==> src/rtl/fetch_pkg.sv <==
// Shared types and constants for the RV64 instruction fetch stage.
package fetch_pkg;

  typedef enum logic [1:0] {
    IDLE  = 2'd0,
    FETCH = 2'd1,
    VALID = 2'd2,
    ERROR = 2'd3
  } fetch_state_t;

  localparam int unsigned INSTR_BYTES      = 4;
  localparam logic [63:0] DEFAULT_RESET_PC = 64'h0000_0000_0000_0000;

  function automatic logic is_word_aligned(input logic [1:0] addr_lsbs);
    return (addr_lsbs == 2'b00);
  endfunction

endpackage

==> src/rtl/next_pc_calc.sv <==
// Next-PC selection: JALR over taken branch over sequential, with alignment check.
module next_pc_calc
  import fetch_pkg::*;
#(
  parameter int XLEN = 64
) (
  input  logic [XLEN-1:0] pc,
  input  logic [XLEN-1:0] branch_imm,
  input  logic [XLEN-1:0] jalr_base,
  input  logic            branch_taken,
  input  logic            jalr_en,
  output logic [XLEN-1:0] next_pc,
  output logic            misaligned
);

  // Target select; all sums wrap modulo 2^XLEN.
  always_comb begin
    next_pc = pc + XLEN'(INSTR_BYTES);
    if (jalr_en) begin
      next_pc = (jalr_base + branch_imm) & ~XLEN'(1);
    end else if (branch_taken) begin
      next_pc = pc + branch_imm;
    end else begin
      next_pc = pc + XLEN'(INSTR_BYTES);
    end
  end

  assign misaligned = !is_word_aligned(next_pc[1:0]);

endmodule

==> src/rtl/instruction_fetch_unit.sv <==
// Sequential fetch stage: PC register, memory request handshake and
// valid/ready hand-off of each instruction to decode.
module instruction_fetch_unit
  import fetch_pkg::*;
#(
  parameter int              XLEN     = 64,
  parameter logic [XLEN-1:0] RESET_PC = DEFAULT_RESET_PC
) (
  input  logic            clk,
  input  logic            rst,
  output logic            imem_req,
  output logic [XLEN-1:0] imem_addr,
  input  logic            imem_ready,
  input  logic [31:0]     imem_rdata,
  output logic            instr_valid,
  input  logic            instr_ready,
  output logic [31:0]     instr,
  output logic [XLEN-1:0] pc,
  input  logic            branch_taken,
  input  logic            jalr_en,
  input  logic [XLEN-1:0] jalr_base,
  input  logic [XLEN-1:0] branch_imm,
  output logic            misalign_err
);

  fetch_state_t    state_q, state_d;
  logic [XLEN-1:0] pc_q, pc_d;
  logic [31:0]     instr_q, instr_d;
  logic            req_q, req_d;
  logic            valid_q, valid_d;
  logic            err_q, err_d;
  logic [XLEN-1:0] next_pc_s;
  logic            misaligned_s;

  next_pc_calc #(.XLEN(XLEN)) u_next_pc_calc (
    .pc           (pc_q),
    .branch_imm   (branch_imm),
    .jalr_base    (jalr_base),
    .branch_taken (branch_taken),
    .jalr_en      (jalr_en),
    .next_pc      (next_pc_s),
    .misaligned   (misaligned_s)
  );

  // Next-state logic; req/valid are computed for the upcoming state so they leave as flops.
  always_comb begin
    state_d = state_q;
    pc_d    = pc_q;
    instr_d = instr_q;
    req_d   = 1'b0;
    valid_d = 1'b0;
    err_d   = err_q;
    case (state_q)
      IDLE: begin
        state_d = FETCH;
        req_d   = 1'b1;
      end
      FETCH: begin
        if (imem_ready) begin
          instr_d = imem_rdata;
          state_d = VALID;
          valid_d = 1'b1;
        end else begin
          req_d = 1'b1;
        end
      end
      VALID: begin
        if (instr_ready) begin
          pc_d = next_pc_s;
          if (misaligned_s) begin
            state_d = ERROR;
            err_d   = 1'b1;
          end else begin
            state_d = FETCH;
            req_d   = 1'b1;
          end
        end else begin
          valid_d = 1'b1;
        end
      end
      ERROR: begin
        err_d = 1'b1;
      end
      default: begin
        state_d = IDLE;
      end
    endcase
  end

  // State and output registers.
  always_ff @(posedge clk or posedge rst) begin
    if (rst) begin
      state_q <= IDLE;
      pc_q    <= RESET_PC;
      instr_q <= 32'h0000_0000;
      req_q   <= 1'b0;
      valid_q <= 1'b0;
      err_q   <= 1'b0;
    end else begin
      state_q <= state_d;
      pc_q    <= pc_d;
      instr_q <= instr_d;
      req_q   <= req_d;
      valid_q <= valid_d;
      err_q   <= err_d;
    end
  end

  assign imem_req     = req_q;
  assign imem_addr    = pc_q;
  assign pc           = pc_q;
  assign instr        = instr_q;
  assign instr_valid  = valid_q;
  assign misalign_err = err_q;

endmodule

==> config.mk <==
export PLATFORM = sky130hd
export DESIGN_NAME = instruction_fetch_unit
export DESIGN_NICKNAME = d
export VERILOG_FILES = /design/src/rtl/fetch_pkg.sv /design/src/rtl/next_pc_calc.sv /design/src/rtl/instruction_fetch_unit.sv
export SDC_FILE = /design/constraint.sdc
export NUM_CORES = 1
export LEC_CHECK = 0
export BUFFER_PORTS_ARGS = -buffer_cell sky130_fd_sc_hd__buf_4
export CORE_MARGIN = 5
export CORE_UTILIZATION = 60
export DETAILED_ROUTE_END_ITERATION = 16
export PLACE_DENSITY = 0.92
export SLEW_MARGIN = 25
export SYNTH_ARGS = -nofsm -noshare
export SYNTH_HDL_FRONTEND = slang
export SYNTH_SLANG_ARGS = --single-unit
export TNS_END_PERCENT = 1
==> constraint.sdc <==
create_clock -name clk -period 8.1 [get_ports clk]
set_input_delay 0.405 -clock clk [delete_from_list [all_inputs] [get_ports clk]]
set_output_delay 0.405 -clock clk [all_outputs]
set_load 0.005 [all_outputs]
==> Implementation_results.wiki <==
{| class="wikitable"
! Metric !! Value
|-
| Max stage delay cell, worst path || sky130_fd_sc_hd__dfrtp_1
|-
| Remaining design rule violation count || 0
|-
| Worst setup margin || 4160 ps
|-
| Normalized max-slew margin || 30.2%
|-
| Antenna-violating nets left || 0
|-
| Post-CTS setup repair buffer count || 0
|-
| Maximum net fanout on the critical path || 8
|-
| Number of gates given a new drive strength after cts || 0
|-
| Count of mapped cells out of synthesis || between 1500 and 2000
|-
| Number of distinct library cells after synthesis || 78
|-
| Max-slew violations || 0
|-
| Via count of the first global-routing pass || 14806
|-
| Flops & latches, synth || 101
|-
| Total count of hold-check failures in the final report || 0
|-
| Top achievable clock speed || 0.254 GHz
|-
| Die area || 0.0265 sq mm
|-
| CP endpoint kind || flop
|-
| CTS tree || yes
|-
| Port Buf Inserts || 328
|-
| Critical path class || reg -> reg
|-
| Critical path arrival || 4180 ps
|-
| Wire length per cell || 21.7 um
|-
| Share of synthesized registers carrying an async set or reset || 100%
|-
| Via count of the routed design || 15725
|-
| Fraction of layout cells with a size suffix above 1 || 20.3%
|-
| Yosys synthesis warning count || 0
|-
| Cell class contributing the biggest share of worst-path delay || simple AND/OR/NAND/NOR gates
|-
| Cell breakdown of the critical path || ha_1, nand4_1, or3_1, or4_1, and3_1, nand3_1, a21oi_1, o31ai_1, or3_1, a41oi_1, a2111oi_1
|-
| Maximum ir drop on the vdd rail || 0.139 mV
|-
| Maximum count of clock buffers along a single path || 2
|-
| Result of the run || finished clean
|-
| Iteration count of the initial detailed-routing pass || 9
|-
| Type of element launching the critical path || flop
|-
| Slew at the pin closest to its max-slew limit || 1040 ps
|-
| Final #Nets || around 2400
|-
| Areal power density over the cells || 300 mW/mm^2
|-
| Hold_ws || 133 ps
|-
| Final cell utilization of the core || 71.9%
|-
| Setup WS pre-CTS || approximately 4000 ps
|-
| Share of synthesized area occupied by flip-flops and latches || 18.1%
|-
| Average footprint of a synthesized cell || 7.49 sq um
|-
| Vertical die dimension || about 160 um
|-
| HPWL after detailed placement || 40800 um
|-
| Antenna violations before repair || 1
|-
| Starting utilization of the core area || 61.4%
|-
| Period Utilization, post-route || around half
|-
| Leading register cell type out of synthesis || sky130_fd_sc_hd__dfrtp_1
|-
| Clock latency on the worst-skew pair || 370 ps
|-
| Most repeated library cell on the critical path || sky130_fd_sc_hd__or3_1
|-
| Post-synth net total || 2167
|-
| Core Rows || 55
|-
| Area delta synth->final || 17.1%
|-
| Post-Route Setup TNS || 0 ps
|-
| CTS root buffer || sky130_fd_sc_hd__clkbuf_16
|-
| Global-route wire length before repair || around 80000 um
|-
| H-tree depth || 3
|-
| CTS Buf Count || 9
|-
| Starting DRT DRC Count || 1770
|-
| Max-capacitance violation count || 0
|-
| Final wirelength || 51600 um
|-
| Required time of the worst setup path || 8340 ps
|-
| Final min period || 3940 ps
|-
| Number of enable-type register cells in the synthesized netlist || 0
|-
| Setup repair after global routing missed its margin || no
|-
| Mapped Area || 0.0140 sq mm
|-
| Largest net degree at the start of global routing || 70
|-
| Buffering stage count on the worst path with inverters included || 0
|-
| TritonCTS Sinks || 101
|-
| Number of setup violations in the final report || 0
|-
| Clock skew after layout || 18.8 ps
|-
| Die width || 163 um
|-
| Cell leakage power || 7.60 nW
|-
| Hold bufs inserted after CTS || 0
|-
| Area of the core region || 0.0228 sq mm
|-
| Clk slew on worst S/H paths || 90 ps
|-
| Highest cell delay on the worst timing path || 500 ps
|-
| Grt ovf || 0
|-
| I/O Pins || 329
|-
| Total global-route track usage || a little under two fifths
|-
| Class of the tightest hold or removal check || in -> async
|-
| Placer congestion estimate || 0.996
|-
| Via density per instance || 6.62
|}
-- worst reg2reg max path: cells and delay by family, from the launching register on --
kind | cells | cell delay [ps]
adder cells (fa/ha/maj) | 1 | 470
AO/OA/AOI/OAI | 4 | 1200
AND/OR/NAND/NOR | 6 | 1640
flip-flops | 1 | 500
-- cell families after synthesis --
| kind of cell | share of synthesized area, % |
|---|---|
| AOI/OAI and AO/OA | 29.4 |
| xor gates and xnor gates | 9.39 |
| adders and majority gates | 12.0 |
| buffers and inverters | 7.26 |
| DFF | 18.1 |
| muxes | 3.38 |
| and+or+nand+nor | 20.5 |
-- area by class of cell --
type                       count  area, sq um
sequential                   101         2530
fill                        1851         6400
multi-input combinational   1563        10400
clock inverter                 7         88.8
inverter                      43          164
antenna                        1         2.50
timing repair buffer         337         2530
clock buffer                   9          225
tap                          313          392
-- metrics by stage --
step | std cells | instance area (sq um) | total power [mW]
2_1_floorplan | 1868 | 14000 | 3.24
3_3_place_gp | 2357 | 16100 | 4.28
3_5_place_dp | 2357 | 16100 | 4.35
4_1_cts | 2373 | 16400 | 4.84
5_1_grt | 2374 | 16400 | 5.23
6_report | 2374 | 16400 | 4.91
-- cells in the mapped netlist, drive strengths merged (57+ instances only) --
cell type  number  area (sq um)
nand4          62           388
xnor2          86           753
ha            131          1640
dfrtp         101          2530
a21oi         203          1020
o21ai         143           716
nor2          122           458
nand3          57           290
xor2           64           561
a21o           86           646
clkbuf         84           317
nand2         186           698
buf            77           537
-- layer usage --
layer  global-route usage (%)  part of all wire [%]  vias up
met5                        0                     0        -
met4                     15.6                   4.9        0
met3                     6.13                    11      187
met2                     61.0                    46     1046
met1                     47.9                    39     7292
li1                         -                     -     7200
-- flip-flops by register name, indices dropped and copies added, names as in the netlist --
| signal | flops |
|---|---|
| imem_addr | 64 |
| imem_req | 1 |
| instr | 32 |
| instr_valid | 1 |
| misalign_err | 1 |
| state_q | 2 |
-- power breakdown --
group / leakage [nW] / internal [mW] / switching, mW / total, mW
Clock: 0.152 / 0.224 / 0.250 / 0.473
Sequential: 1.23 / 0.736 / 0.433 / 1.17
Combinational: 6.21 / 1.54 / 1.73 / 3.27
-- cells in the final DEF (no fill, tap or decap), types with 14 or more instances in the layout --
master,count
sky130_fd_sc_hd__nor2b_1,15
sky130_fd_sc_hd__a21o_1,86
sky130_fd_sc_hd__o21ai_0,139
sky130_fd_sc_hd__a21oi_1,202
sky130_fd_sc_hd__xor2_1,64
sky130_fd_sc_hd__a31oi_1,20
sky130_fd_sc_hd__a211oi_1,33
sky130_fd_sc_hd__dfrtp_1,101
sky130_fd_sc_hd__nor3_1,34
sky130_fd_sc_hd__nand3_1,56
sky130_fd_sc_hd__nor2_1,122
sky130_fd_sc_hd__and2_1,18
sky130_fd_sc_hd__inv_1,42
sky130_fd_sc_hd__nand4_1,62
sky130_fd_sc_hd__buf_4,337
sky130_fd_sc_hd__nand2b_1,14
sky130_fd_sc_hd__o211ai_1,14
sky130_fd_sc_hd__nand2_1,184
sky130_fd_sc_hd__mux2_2,34
sky130_fd_sc_hd__o21bai_1,35
sky130_fd_sc_hd__ha_1,131
sky130_fd_sc_hd__and3_1,26
sky130_fd_sc_hd__xnor2_1,86
sky130_fd_sc_hd__o21a_1,18
-- path summary, 6_finish.rpt --
kind / slack [ps] / cells past startpoint / from / end
min reg2reg: 500 / 1 / misalign_err / misalign_err
max reg2reg: 4160 / 11 / imem_addr[16] / imem_addr[61]
min: 130 / 2 / rst / imem_addr[10]
min in group clk: 270 / 2 / imem_rdata[15] / instr[15]
max: 4160 / 11 / imem_addr[16] / imem_addr[61]
max in group asynchronous: 6740 / 3 / rst / imem_addr[57]
(Power assumes the default switching activity.)
